`src/rtl/pipe_pkg.sv`:
```
// Shared types and constants for the pipeline stall/flush controller.
package pipe_pkg;

  typedef enum logic [1:0] {
    RUN      = 2'd0,
    MD_WAIT  = 2'd1,
    REDIRECT = 2'd2
  } state_t;

  localparam logic [1:0]  PC_SEL_SEQ    = 2'b00;
  localparam logic [1:0]  PC_SEL_BRANCH = 2'b01;
  localparam logic [1:0]  PC_SEL_EXC    = 2'b10;
  localparam logic [1:0]  PC_SEL_EPC    = 2'b11;

  localparam logic [31:0] NOP_INSTR     = 32'h0;

endpackage

```
`src/rtl/hazard_detect.sv`:
```
// Combinational load-use comparator: an EX-stage load writing a register the
// ID instruction reads. Writes to $0 never create a hazard.
module hazard_detect (
  input  logic [4:0] id_rs,
  input  logic [4:0] id_rt,
  input  logic       id_uses_rs,
  input  logic       id_uses_rt,
  input  logic       ex_mem_read,
  input  logic [4:0] ex_GPR_waddr,
  output logic       lu
);

  always_comb begin
    lu = ex_mem_read && (ex_GPR_waddr != 5'd0) &&
         ((id_uses_rs && (id_rs == ex_GPR_waddr)) ||
          (id_uses_rt && (id_rt == ex_GPR_waddr)));
  end

endmodule

```
`src/rtl/pipeline_controller.sv`:
```
// Stall/flush sequencer for the 5-stage pipeline (RUN / MD_WAIT / REDIRECT).
// Optional perf counters are built when PIPECTRL_PERF_EN is defined.
module pipeline_controller
  import pipe_pkg::*;
#(
  parameter int unsigned FLUSH_DEPTH = 2,
  parameter int unsigned MD_TIMEOUT  = 64
) (
  input  logic        clk,
  input  logic        reset,
  input  logic [4:0]  id_rs,
  input  logic [4:0]  id_rt,
  input  logic        id_uses_rs,
  input  logic        id_uses_rt,
  input  logic        ex_mem_read,
  input  logic [4:0]  ex_GPR_waddr,
  input  logic        id_md_start,
  input  logic        md_busy,
  input  logic        md_done,
  input  logic        id_branch_taken,
  input  logic        exc_req,
  input  logic        eret_req,
  output logic        pc_ena,
  output logic        if_id_ena,
  output logic        if_id_flush,
  output logic        id_ex_ena,
  output logic        id_ex_flush,
  output logic [1:0]  pc_select,
  output logic        md_timeout
`ifdef PIPECTRL_PERF_EN
  ,
  output logic [31:0] stall_cycles,
  output logic [15:0] flush_events
`endif
);

  state_t     state, state_nx;
  logic [3:0] flush_cnt, flush_nx;
  logic [7:0] md_cnt, md_nx;
  logic       timeout_set;
  logic       use_run;
  logic       lu;

  hazard_detect u_hazard (
    .id_rs        (id_rs),
    .id_rt        (id_rt),
    .id_uses_rs   (id_uses_rs),
    .id_uses_rt   (id_uses_rt),
    .ex_mem_read  (ex_mem_read),
    .ex_GPR_waddr (ex_GPR_waddr),
    .lu           (lu)
  );

  always_ff @(posedge clk) begin
    if (reset) begin
      state      <= RUN;
      flush_cnt  <= '0;
      md_cnt     <= '0;
      md_timeout <= 1'b0;
    end else begin
      state     <= state_nx;
      flush_cnt <= flush_nx;
      md_cnt    <= md_nx;
      if (timeout_set) md_timeout <= 1'b1;
    end
  end

  always_comb begin
    state_nx    = state;
    flush_nx    = flush_cnt;
    md_nx       = md_cnt;
    timeout_set = 1'b0;
    use_run     = 1'b0;
    pc_ena      = 1'b1;
    if_id_ena   = 1'b1;
    if_id_flush = 1'b0;
    id_ex_ena   = 1'b1;
    id_ex_flush = 1'b0;
    pc_select   = PC_SEL_SEQ;

    // Non-RUN states either hold their own outputs or fall through to the
    // RUN priority chain below (preempting exception, MD release).
    unique case (state)
      MD_WAIT: begin
        if (exc_req || md_done) begin
          use_run = 1'b1;
        end else begin
          pc_ena      = 1'b0;
          if_id_ena   = 1'b0;
          id_ex_flush = 1'b1;
          if (md_cnt == 8'(MD_TIMEOUT - 1)) begin
            timeout_set = 1'b1;
            state_nx    = RUN;
          end else begin
            md_nx = md_cnt + 8'd1;
          end
        end
      end
      REDIRECT: begin
        if (exc_req) begin
          use_run = 1'b1;
        end else begin
          if_id_flush = 1'b1;
          id_ex_flush = 1'b1;
          flush_nx    = flush_cnt - 4'd1;
          if (flush_cnt == 4'd1) state_nx = RUN;
        end
      end
      default: use_run = 1'b1;
    endcase

    if (use_run) begin
      state_nx = RUN;
      if (exc_req || eret_req) begin
        pc_select   = exc_req ? PC_SEL_EXC : PC_SEL_EPC;
        if_id_flush = 1'b1;
        id_ex_flush = 1'b1;
        flush_nx    = 4'(FLUSH_DEPTH - 1);
        if (FLUSH_DEPTH > 1) state_nx = REDIRECT;
      end else if (id_md_start && md_busy && !md_done) begin
        pc_ena      = 1'b0;
        if_id_ena   = 1'b0;
        id_ex_flush = 1'b1;
        md_nx       = '0;
        state_nx    = MD_WAIT;
      end else if (lu) begin
        pc_ena      = 1'b0;
        if_id_ena   = 1'b0;
        id_ex_flush = 1'b1;
      end else if (id_branch_taken) begin
        pc_select   = PC_SEL_BRANCH;
        if_id_flush = 1'b1;
      end
    end

    if (reset) begin
      pc_ena      = 1'b0;
      if_id_ena   = 1'b0;
      id_ex_ena   = 1'b0;
      if_id_flush = 1'b1;
      id_ex_flush = 1'b1;
      pc_select   = PC_SEL_SEQ;
    end
  end

`ifdef PIPECTRL_PERF_EN
  // A non-sequential pc_select outside reset marks a fresh redirect or branch flush.
  always_ff @(posedge clk) begin
    if (reset) begin
      stall_cycles <= '0;
      flush_events <= '0;
    end else begin
      if (!pc_ena && (stall_cycles != '1)) stall_cycles <= stall_cycles + 32'd1;
      if ((pc_select != PC_SEL_SEQ) && (flush_events != '1))
        flush_events <= flush_events + 16'd1;
    end
  end
`endif

endmodule

```
`config.mk`:
```
export PLATFORM = sky130hd
export DESIGN_NAME = pipeline_controller
export DESIGN_NICKNAME = d
export VERILOG_FILES = /design/src/rtl/pipe_pkg.sv /design/src/rtl/hazard_detect.sv /design/src/rtl/pipeline_controller.sv
export SDC_FILE = /design/constraint.sdc
export NUM_CORES = 1
export LEC_CHECK = 0
export ABC_CLOCK_PERIOD_IN_PS = 2300
export CAP_MARGIN = 0
export CELL_PAD_IN_SITES_DETAIL_PLACEMENT = 1
export CELL_PAD_IN_SITES_GLOBAL_PLACEMENT = 2
export CORE_MARGIN = 5
export CORE_UTILIZATION = 26
export CTS_CLUSTER_DIAMETER = 200
export DETAILED_ROUTE_END_ITERATION = 8
export PLACE_DENSITY = 0.9
export SYNTH_ARGS = -nofsm -noshare
export SYNTH_HDL_FRONTEND = slang
export SYNTH_SLANG_ARGS = --single-unit
export TNS_END_PERCENT = 20
```
`constraint.sdc`:
```
create_clock -name clk -period 2.3 [get_ports clk]
set_input_delay 0.46 -clock clk [delete_from_list [all_inputs] [get_ports clk]]
set_output_delay 0.46 -clock clk [all_outputs]
set_load 0.05 [all_outputs]
```
==> impl_metrics.ini <==
[placement]
dp_cells = 234
dp_hpwl_um = 3210
pre_cts_slack_ns = -0.517
globalplace.congestion = 0.826
port_buffers = 33

[synthesis]
synth_fp_nets = 166
yosysTopAreaCell = dfxtp_1
syn-cell-area_mm2 = 0.00112
synth_cells = 135
ys_dominant_reg_cell = dfxtp_1
synth_top_area_share_pct = 26.9
avgSynthCellArea_um2 = 8.28
synth_common_cells = nor2_1 (16), dfxtp_1 (15), xnor2_1 (15)
synthArstFlopShare_pct = 0
ys_ff_latch = 15
synthDistinctLibCells = 40
synthTopCellsByArea = dfxtp_1 (27%), xnor2_1 (12%), ha_1 (5.6%)
yosysMostFrequentCell = nor2_1
yosysWarnings = 0
synth_edf_count = 0
seq_area_frac_synth_pct = 26.9

[worst_setup_path]
cpMaxStageDelayCell = dfxtp_2
reg2reg_depth = 7
cp_max_fo = 5
critPathCaptureType = primary output
timing.rr.start = state[1]$_SDFFE_PP0P_
path_delay_family = compound AO/OA/AOI/OAI gates
critPathLaunchType = flop
crit_path_max_incr_delay_ns = 0.36
required_ns = 1.84
worst-path-buf-inv = 3
r2r-end = md_cnt[7]$_SDFF_PP0_
crit_arrival_ns = 1.95
cp_cell_sequence = inv_2, ha_4, a211oi_4, buf_4, nor3_2, a221o_1, buf_12
critPathKind = flop to primary output
r2r_slack_ns = 0.54

[routing]
vias = 1224
remaining_drc_errors = 0
ant_nets = 0
wl_um = 3980
drt_iter0_drc = 55
viasPerCell = 5.02
routedWlPerCell_um = 16.3
drt-pass1-iter-count = 2

[sta]
slew_violations = 0
timing.fmax_mhz = 414
hold_ws_ns = 0.481
fin_tns_setup_ns = -0.386
hold_viol = 0
fin_crit_sh_pct = 105
finalSetupViolCount = 5
rsz0062_at_grt = true
finalWorstPathRequiredPeriod_ns = 2.41
fin_ws_ns = -0.113
max_slew_margin_pct = 67.4
worstMarginPinSlew_ns = 0.487
finalClockSkew_ns = 0.00113

[power_and_ir_drop]
finalPower_uw = 895
leakage_uw = 0.000751
switchingPower_uw = 299
ir_drop_mv = 0.198
power_density_mw_per_mm2 = 461
seq_power_share_pct = 31.1
clkPwrFrac_pct = 23.6
p_comb_share_pct = 45.2
p_int_uw = 596
p_sw_share_pct = 33.4

[global_routing]
grt_pass1_vias = 1404
antenna_found_initial = 0
grt_pass1_wl_um = 6530
grt_max_degree = 9
grt_remaining_overflow = 0
grt_util_all_layers_pct = 15.1

[finish]
final_cells = 244
syn_to_final_growth_pct = 73.8
finalNetCount = 226
drive_above_1_share_pct = 37.1
antennaDiodeCount = 0

[job]
cap_violations = 0

[hold_path]
hold_start = md_timeout$_SDFFE_PP0P_
hp-class = flop to flop
min_path_cells = 2
hold_end = md_timeout$_SDFFE_PP0P_

[clock_tree]
cts_tree = yes
cts_buffer_depth = 2
clockRootBuffer = clkbuf_8
clk_latency_ns = 0.24
clk_pin_slew_ns = 0.06
cts_max_level = 1
clock_sinks = 15
numCtsBuffers = 3

[floorplan]
core_mm2 = 0.00409
die_x_um = 75.6
die_h_um = 75.6
num_rows = 23
io_pins = 34
initial_core_util_pct = 27.3
die-area_mm2 = 0.00571

[status]
violations = negative setup slack
status = finished, violations left
==> sequential cells by signal (all words and copies together), names as in the netlist <==
register,count
md_timeout,1
md_cnt,8
flush_cnt,4
state,2
==> worst max-delay path by stage <==
stage	from	end	slack (ns)	cells after the start
2_1_floorplan	ex_GPR_waddr[0]	pc_ena	-0.21	5
3_3_place_gp	ex_GPR_waddr[0]	if_id_ena	-0.40	6
3_5_place_dp	ex_GPR_waddr[3]	pc_select[0]	-0.52	7
4_1_cts	ex_GPR_waddr[0]	if_id_ena	-0.06	6
5_1_grt	state[0]$_SDFFE_PP0P_	pc_select[0]	-0.18	8
6_report	state[0]$_SDFFE_PP0P_	id_ex_flush	-0.11	7
==> cell usage in the layout, fill, tap and decap left out, types with 2 or more instances in the layout <==
master           instances
o22ai_1                  2
dfxtp_2                  2
ha_4                     2
nor2_1                  14
ha_1                     3
a211oi_1                 3
clkdlybuf4s50_1         14
xnor2_2                  2
buf_12                   7
o211ai_1                 2
buf_4                   25
clkdlybuf4s15_1          2
buf_2                    2
dfxtp_1                 13
buf_6                    3
xnor2_1                 13
xor2_1                   3
mux2i_1                  2
dlygate4sd2_1            6
nand2_1                  6
nand3_1                  4
a21oi_2                  2
nor2b_1                  2
clkbuf_8                 3
a21oi_1                  4
a211oi_4                 2
inv_1                    7
nor3_2                   4
o21ai_0                  3
inv_2                    3
a31oi_1                  2
nand4_1                  4
==> routing by layer <==
layer,GRT usage [%],up-vias,share of wire [%]
met5,0,-,0
met4,3.69,0,0.78
met3,2.64,4,4.0
met2,30.5,32,56
met1,15.8,590,39
li1,-,598,-
==> worst reg2reg max path, cell delays in order, from the launching register on <==
cell and delay, ns:
dfxtp_2 0.33, inv_2 0.07, ha_4 0.18, buf_4 0.12
or3b_4 0.42, nor4_4 0.30, xnor2_1 0.16, nor2_1 0.06
==> per-stage QoR <==
step	util [%]	instance area (µm²)
after floorplan	-	1150
after global placement	42.3	1730
after detailed placement	42.3	1730
after CTS	47.1	1920
after global routing	47.5	1940
final	47.5	1940
==> timing repair <==
action,CTS,global route
setup endpoints to repair,6,6
cloned,0,0
resized for setup,48,6
hold buffers,0,0
pin swaps,17,5
buffers inserted,6,0
==> area by class of cell <==
cell class	count	area (µm²)
clock buffers	4	45.0
inverters	10	37.5
well taps	50	62.6
multi-input cells	105	897
flip-flops and latches	15	303
fillers	468	2140
repair buffers	60	597
==> power groups by stage <==
| stage | logic (µW) | registers (µW) | clock network, µW |
|---|---|---|---|
| floorplan | 168 | 280 | 0 |
| global placement | 335 | 281 | 0 |
| detailed placement | 350 | 283 | 0 |
| CTS | 397 | 278 | 215 |
| global route | 430 | 279 | 228 |
| finish | 405 | 279 | 211 |
==> cells by family (layout without fill, tap and decap cells) <==
kind of cell	count (synthesis)	after routing	synth area share, %
simple gates	49	49	25.2
flops	15	15	26.9
compound gates	31	31	20.0
mux	2	2	1.79
xor+xnor	18	18	14.1
fa+ha+maj	5	5	5.60
buf+inv	15	74	6.38
(Power assumes the default switching activity.)
